<file path="src/rtl/fp_pkg.sv">
// Purpose  : shared types and IEEE-754 single-precision field constants for the accumulator slice.
// Latency  : n/a (package only).
// Backpres.: n/a (package only).
package fp_pkg;

   typedef enum logic [1:0] {
      IDLE  = 2'd0,
      ACCUM = 2'd1,
      DONE  = 2'd2
   } acc_state_t;

   localparam logic [7:0]  FP_EXP_MAX  = 8'hFF;
   localparam logic [31:0] FP_POS_ZERO = 32'h00000000;
   localparam int          FP_SIGN_BIT = 31;
   localparam int          FP_EXP_HI   = 30;
   localparam int          FP_EXP_LO   = 23;
   localparam int          FP_MAN_HI   = 22;
   localparam int          FP_MAN_LO   = 0;

   // Exponent all-ones marks Inf or NaN.
   function automatic logic fp_is_special(input logic [31:0] f);
      return f[FP_EXP_HI:FP_EXP_LO] == FP_EXP_MAX;
   endfunction

endpackage

</file>
<file path="src/rtl/fp_acc_ctrl.sv">
// Purpose  : accumulator sequencing: state register, element counter, first-operand flag, handshake decode.
// Latency  : in_ready/out_valid/busy are registered; DONE is entered the cycle after the last operand handshake.
// Backpres.: operands stall while in_valid is low; DONE holds until out_ready.
//
// Ports: clk, rst_n; start/len (command, IDLE only); in_valid/in_ready (operand handshake);
//        out_ready/out_valid (result handshake); busy; first (next operand bypasses the adder);
//        acc_clr (zero acc/special); acc_wr (load acc with the next value); abort (FP_ACC_ABORT_EN only).
import fp_pkg::*;

module fp_acc_ctrl #(
   parameter int CNT_W = 8
) (
   input  logic             clk,
   input  logic             rst_n,
   input  logic             start,
   input  logic [CNT_W-1:0] len,
   input  logic             in_valid,
   input  logic             out_ready,
`ifdef FP_ACC_ABORT_EN
   input  logic             abort,
`endif
   output logic             in_ready,
   output logic             out_valid,
   output logic             busy,
   output logic             first,
   output logic             acc_clr,
   output logic             acc_wr
);

   acc_state_t       state;
   logic [CNT_W-1:0] cnt;
   logic             abort_hit;
   logic             in_fire;

`ifdef FP_ACC_ABORT_EN
   assign abort_hit = abort && (state != IDLE);
`else
   assign abort_hit = 1'b0;
`endif

   // An abort swallows a coincident operand handshake.
   assign in_fire = in_valid && in_ready && !abort_hit;
   assign acc_wr  = in_fire;
   assign acc_clr = abort_hit || ((state == IDLE) && start);

   always_ff @(posedge clk or negedge rst_n) begin
      if (!rst_n) begin
         state     <= IDLE;
         cnt       <= '0;
         first     <= 1'b0;
         in_ready  <= 1'b0;
         out_valid <= 1'b0;
         busy      <= 1'b0;
      end else if (abort_hit) begin
         state     <= IDLE;
         cnt       <= '0;
         first     <= 1'b0;
         in_ready  <= 1'b0;
         out_valid <= 1'b0;
         busy      <= 1'b0;
      end else begin
         case (state)
            IDLE: begin
               if (start) begin
                  busy <= 1'b1;
                  if (len != '0) begin
                     state    <= ACCUM;
                     cnt      <= len;
                     first    <= 1'b1;
                     in_ready <= 1'b1;
                  end else begin
                     state     <= DONE;
                     out_valid <= 1'b1;
                  end
               end
            end
            ACCUM: begin
               if (in_fire) begin
                  cnt   <= cnt - 1'b1;
                  first <= 1'b0;
                  if (cnt == CNT_W'(1)) begin
                     state     <= DONE;
                     in_ready  <= 1'b0;
                     out_valid <= 1'b1;
                  end
               end
            end
            DONE: begin
               if (out_ready) begin
                  state     <= IDLE;
                  out_valid <= 1'b0;
                  busy      <= 1'b0;
               end
            end
            default: begin
               state     <= IDLE;
               in_ready  <= 1'b0;
               out_valid <= 1'b0;
               busy      <= 1'b0;
            end
         endcase
      end
   end

endmodule

</file>
<file path="src/rtl/fp_accumulator.sv">
// Purpose  : sums a stream of single-precision operands by looping an external combinational adder.
// Latency  : sum valid 1 cycle after the last operand handshake; 1 operand/cycle throughput.
// Backpres.: in_ready low outside ACCUM; result held in DONE until out_ready.
//
// Ports: start/len command; in_valid/in_ready/in_data/in_sub operand stream;
//        add_a/add_b/add_op/add_result to the external adder (no register in that path);
//        out_valid/out_ready/out_data/out_special result; busy.
// Optional: define FP_ACC_ABORT_EN to add the abort input.
import fp_pkg::*;

module fp_accumulator #(
   parameter int CNT_W = 8
) (
   input  logic             clk,
   input  logic             rst_n,
   input  logic             start,
   input  logic [CNT_W-1:0] len,
   input  logic             in_valid,
   output logic             in_ready,
   input  logic [31:0]      in_data,
   input  logic             in_sub,
   output logic [31:0]      add_a,
   output logic [31:0]      add_b,
   output logic             add_op,
   input  logic [31:0]      add_result,
   output logic             out_valid,
   input  logic             out_ready,
   output logic [31:0]      out_data,
   output logic             out_special,
`ifdef FP_ACC_ABORT_EN
   input  logic             abort,
`endif
   output logic             busy
);

   logic [31:0] acc;
   logic [31:0] acc_next;
   logic        special;
   logic        first;
   logic        acc_clr;
   logic        acc_wr;

   fp_acc_ctrl #(.CNT_W(CNT_W)) u_ctrl (
      .clk       (clk),
      .rst_n     (rst_n),
      .start     (start),
      .len       (len),
      .in_valid  (in_valid),
      .out_ready (out_ready),
`ifdef FP_ACC_ABORT_EN
      .abort     (abort),
`endif
      .in_ready  (in_ready),
      .out_valid (out_valid),
      .busy      (busy),
      .first     (first),
      .acc_clr   (acc_clr),
      .acc_wr    (acc_wr)
   );

   assign add_a  = acc;
   assign add_b  = in_data;
   assign add_op = in_sub;

   // The first operand seeds acc directly (sign flipped for subtract) so the adder never sees 0 +/- x.
   assign acc_next = first ? {in_data[FP_SIGN_BIT] ^ in_sub, in_data[FP_EXP_HI:FP_MAN_LO]}
                           : add_result;

   always_ff @(posedge clk or negedge rst_n) begin
      if (!rst_n) begin
         acc     <= FP_POS_ZERO;
         special <= 1'b0;
      end else if (acc_clr) begin
         acc     <= FP_POS_ZERO;
         special <= 1'b0;
      end else if (acc_wr) begin
         acc     <= acc_next;
         special <= special | fp_is_special(acc_next);
      end
   end

   // Outputs read as zero whenever no result is being offered.
   assign out_data    = out_valid ? acc : FP_POS_ZERO;
   assign out_special = out_valid & special;

endmodule

</file>
<file path="config.mk">
export PLATFORM = sky130hd
export DESIGN_NAME = fp_accumulator
export DESIGN_NICKNAME = d
export VERILOG_FILES = /design/src/rtl/fp_pkg.sv /design/src/rtl/fp_acc_ctrl.sv /design/src/rtl/fp_accumulator.sv
export SDC_FILE = /design/constraint.sdc
export NUM_CORES = 1
export LEC_CHECK = 0
export ABC_AREA = 1
export CORE_UTILIZATION = 35
export DETAILED_ROUTE_END_ITERATION = 8
export PLACE_DENSITY = 0.75
export SLEW_MARGIN = 20
export SYNTH_ARGS = -nofsm -noshare
export SYNTH_HDL_FRONTEND = slang
export SYNTH_SLANG_ARGS = --single-unit
</file>
<file path="constraint.sdc">
create_clock -name clk -period 1.6 [get_ports clk]
set_input_delay 0.24 -clock clk [delete_from_list [all_inputs] [get_ports clk]]
set_output_delay 0.24 -clock clk [all_outputs]
set_load 0.02 [all_outputs]
</file>
==> flow_summary.ini <==
[yosys]
synth_top_family_by_area = simple AND/OR/NAND/NOR gates
synth_area_leaders = dfrtp_1, nand2_1, buf_4, mux2i_1, nand3_1
synth_top_cell_by_area = dfrtp_1
netlist_area_um2 = 3080
synth.mux.area_fraction_pct = 7.48
yosysWarnings = 0
synth_simple_gate_area_share_pct = 27.1
synthAdderAreaFrac_pct = 0.813
synth_top_area_share_pct = 38.2
postSynthAreaPerCell_um2 = 7.35
synth.most_common_cell = nand2_1
syn_inst = 419
synth-edff-count = 0
yosys-top-cells-count = nand2_1, inv_1, dfrtp_1
synth-compound-area-share_pct = 8.17
synthFlopType = dfrtp_1
synth_xor_area_share_pct = 0.284
ys_seq_area_share_pct = 38.2
yosysUniqueCellTypes = 26
synth-async-reset-ratio_pct = 100
synth_fp_nets = 499
ys_ff_latch = 47

[power]
peakVddDrop_v = 0.000687
power.density_nw_per_um2 = 1610
p_leak_nw = 2.74

[sta]
fin_crit_ps = 1590
tightestPinTransition_ps = 330
setup_violations = 0
fin_crit_sh_pct = 99.6
fin_skew_ps = 5.34
timing.fmax_mhz = 628
fin_tns_setup_ps = 0
relSlewSlack_pct = 78.0
fin_hold_ws_ps = 501
drv_slew = 0
hold_viol = 0

[grt]
antenna_found_initial = 0
grt_max_degree = 27
busiest_layer = met2
grt_pass1_vias = 3053
grt_overflow = 0
grt_use_met3_pct = 4.19
grt_pass1_wl_mm = 14.1
grt.met2_usage_pct = 36.1
grtUsageMet1_pct = 23.6
grt_use_total_pct = 19.7

[die]
fp.dieArea_um2 = 9180
die_y_um = 95.8
coreArea_um2 = 8380
row_count = 33
start_util_pct = 36.7
fp.dieW_um = 95.8
num_io_pins = 179

[critical_path]
cp-start-kind = input port
critPathTopFamily = buffers and inverters
path_class = input port to output pin
ff2ff_path_depth = 6
cp.depth = 2
arrival_ps = 1350
cp_common_cell = clkdlybuf4s50_1
cp-end-kind = output pin
critPathSlowestCell = clkdlybuf4s50_1
cp_num_buf_inv = 2
critPathMaxFanout = 2
crit_required_ps = 1360
crit_chain = clkdlybuf4s50_1, clkdlybuf4s50_1
cpPeakStageDelay_ps = 620

[clock_network]
cts_tree = yes
cts_buffers = 5
cts_root_buf = clkbuf_8
h-tree-depth = 2
clk_pin_slew_worst_paths_ps = 80
post_cts_buffers = 0
insertion_delay_ps = 290
clock_path_buffers = 2
numClockSinks = 47

[final_layout]
diodes = 0
nets = 654
multi_input_area_um2 = 1350
stdcell_count = 680
nFillCells = 789
area_growth_syn_to_layout_pct = 56.0
final-seq-area_um2 = 1180
drive_gt1_share_pct = 14.1
fin_area_um2 = 4800

[outcome]
status = finished clean

[placement]
dp_hpwl_mm = 7.01
port_buffers = 178
place_area_um2 = 4810
place_inst = 671
routabilityCongestion = 0.854

[detailed_routing]
ant_nets = 0
wl_per_cell_um = 13.1
drt_wl_total_mm = 8.93
drc = 0
via_per_inst = 4.68
drtIter0Drc = 84
vias = 3182
dr.pass1.iters = 5

[job]
cap_violations = 0

[hold_path]
holdCritPathClass = input port to asynchronous set/reset pin
[cell families after synthesis]
kind of cell	count (synthesis)
adder cells (fa/ha/maj)	2
multiplexers	23
AO/OA/AOI/OAI	46
AND/OR/NAND/NOR	193
XOR/XNOR	1
buffers and inverters	107
flip-flops	47
[stage by stage]
stage,utilization (%),setup WS (ps),total power [mW]
floorplan,-,206,5.21
global placement,57.4,7.54,7.26
detailed placement,57.4,-24.7,7.36
CTS,58.1,0.0946,7.90
global route,57.3,-11.7,8.38
finish,57.3,6.68,7.74
[per-layer routing]
metal  wire length, um  up-vias
met4               111        0
met1              3600     1455
met3               549       13
met2              4680      127
li1                  -     1587
met5                 0        -
[power breakdown]
part	internal [mW]	switching, mW	leakage [nW]	total, mW
Combinational	1.99	2.90	2.10	4.89
Clock	0.306	0.394	0.0412	0.700
Sequential	1.68	0.459	0.598	2.14
[registers in the layout, indices dropped and copies added, names as in the netlist]
signal	count
add_a	32
u_ctrl.cnt	8
u_ctrl.state	2
special	1
u_ctrl.busy	1
u_ctrl.first	1
u_ctrl.in_ready	1
u_ctrl.out_valid	1
[cell usage in the layout (no fill, tap or decap), types with 2 or more instances in the layout]
cell type,instances
dlymetal6s2s_1,22
clkdlybuf4s50_1,118
dfrtp_1,46
a21oi_1,6
buf_4,18
nor2_1,18
dlygate4sd2_1,4
nor2_2,2
inv_1,50
nand2_1,122
mux2i_1,23
inv_2,5
nand4_1,4
o21ai_0,13
o21ai_2,3
nand2_2,6
clkdlybuf4s15_1,2
clkbuf_2,31
clkbuf_8,5
nand3_1,38
ha_1,2
o21ai_1,22
[area by class of cell]
cell class	count	share of cell area, %
multi-input cells	265	28.1
flip-flops and latches	47	24.5
repair buffers	199	38.5
inverters	56	4.43
well taps	105	2.74
clock inverters	2	0.260
clock buffers	6	1.51
[worst paths after layout]
check                                          start                           to  slack (ps)
setup / recovery                         in_data[24]                    add_b[24]           7
hold / removal                                 rst_n    u_ctrl.cnt[3]$_DFFE_PN0P_         500
setup reg to reg           u_ctrl.cnt[2]$_DFFE_PN0P_  u_ctrl.state[0]$_DFFE_PN0P_         140
hold reg to reg            u_ctrl.cnt[1]$_DFFE_PN0P_    u_ctrl.cnt[1]$_DFFE_PN0P_         520
max in group asynchronous                      rst_n        add_a[11]$_DFFE_PN0P_         830
min in group clk           u_ctrl.cnt[1]$_DFFE_PN0P_    u_ctrl.cnt[1]$_DFFE_PN0P_         520
[what timing repair did]
item	in CTS	in global routing
hold buffers	1	0
endpoints found under the setup margin	37	55
endpoints found under the hold margin	47	0
resized for setup	45	79
Power figures use the tool's default switching activity.
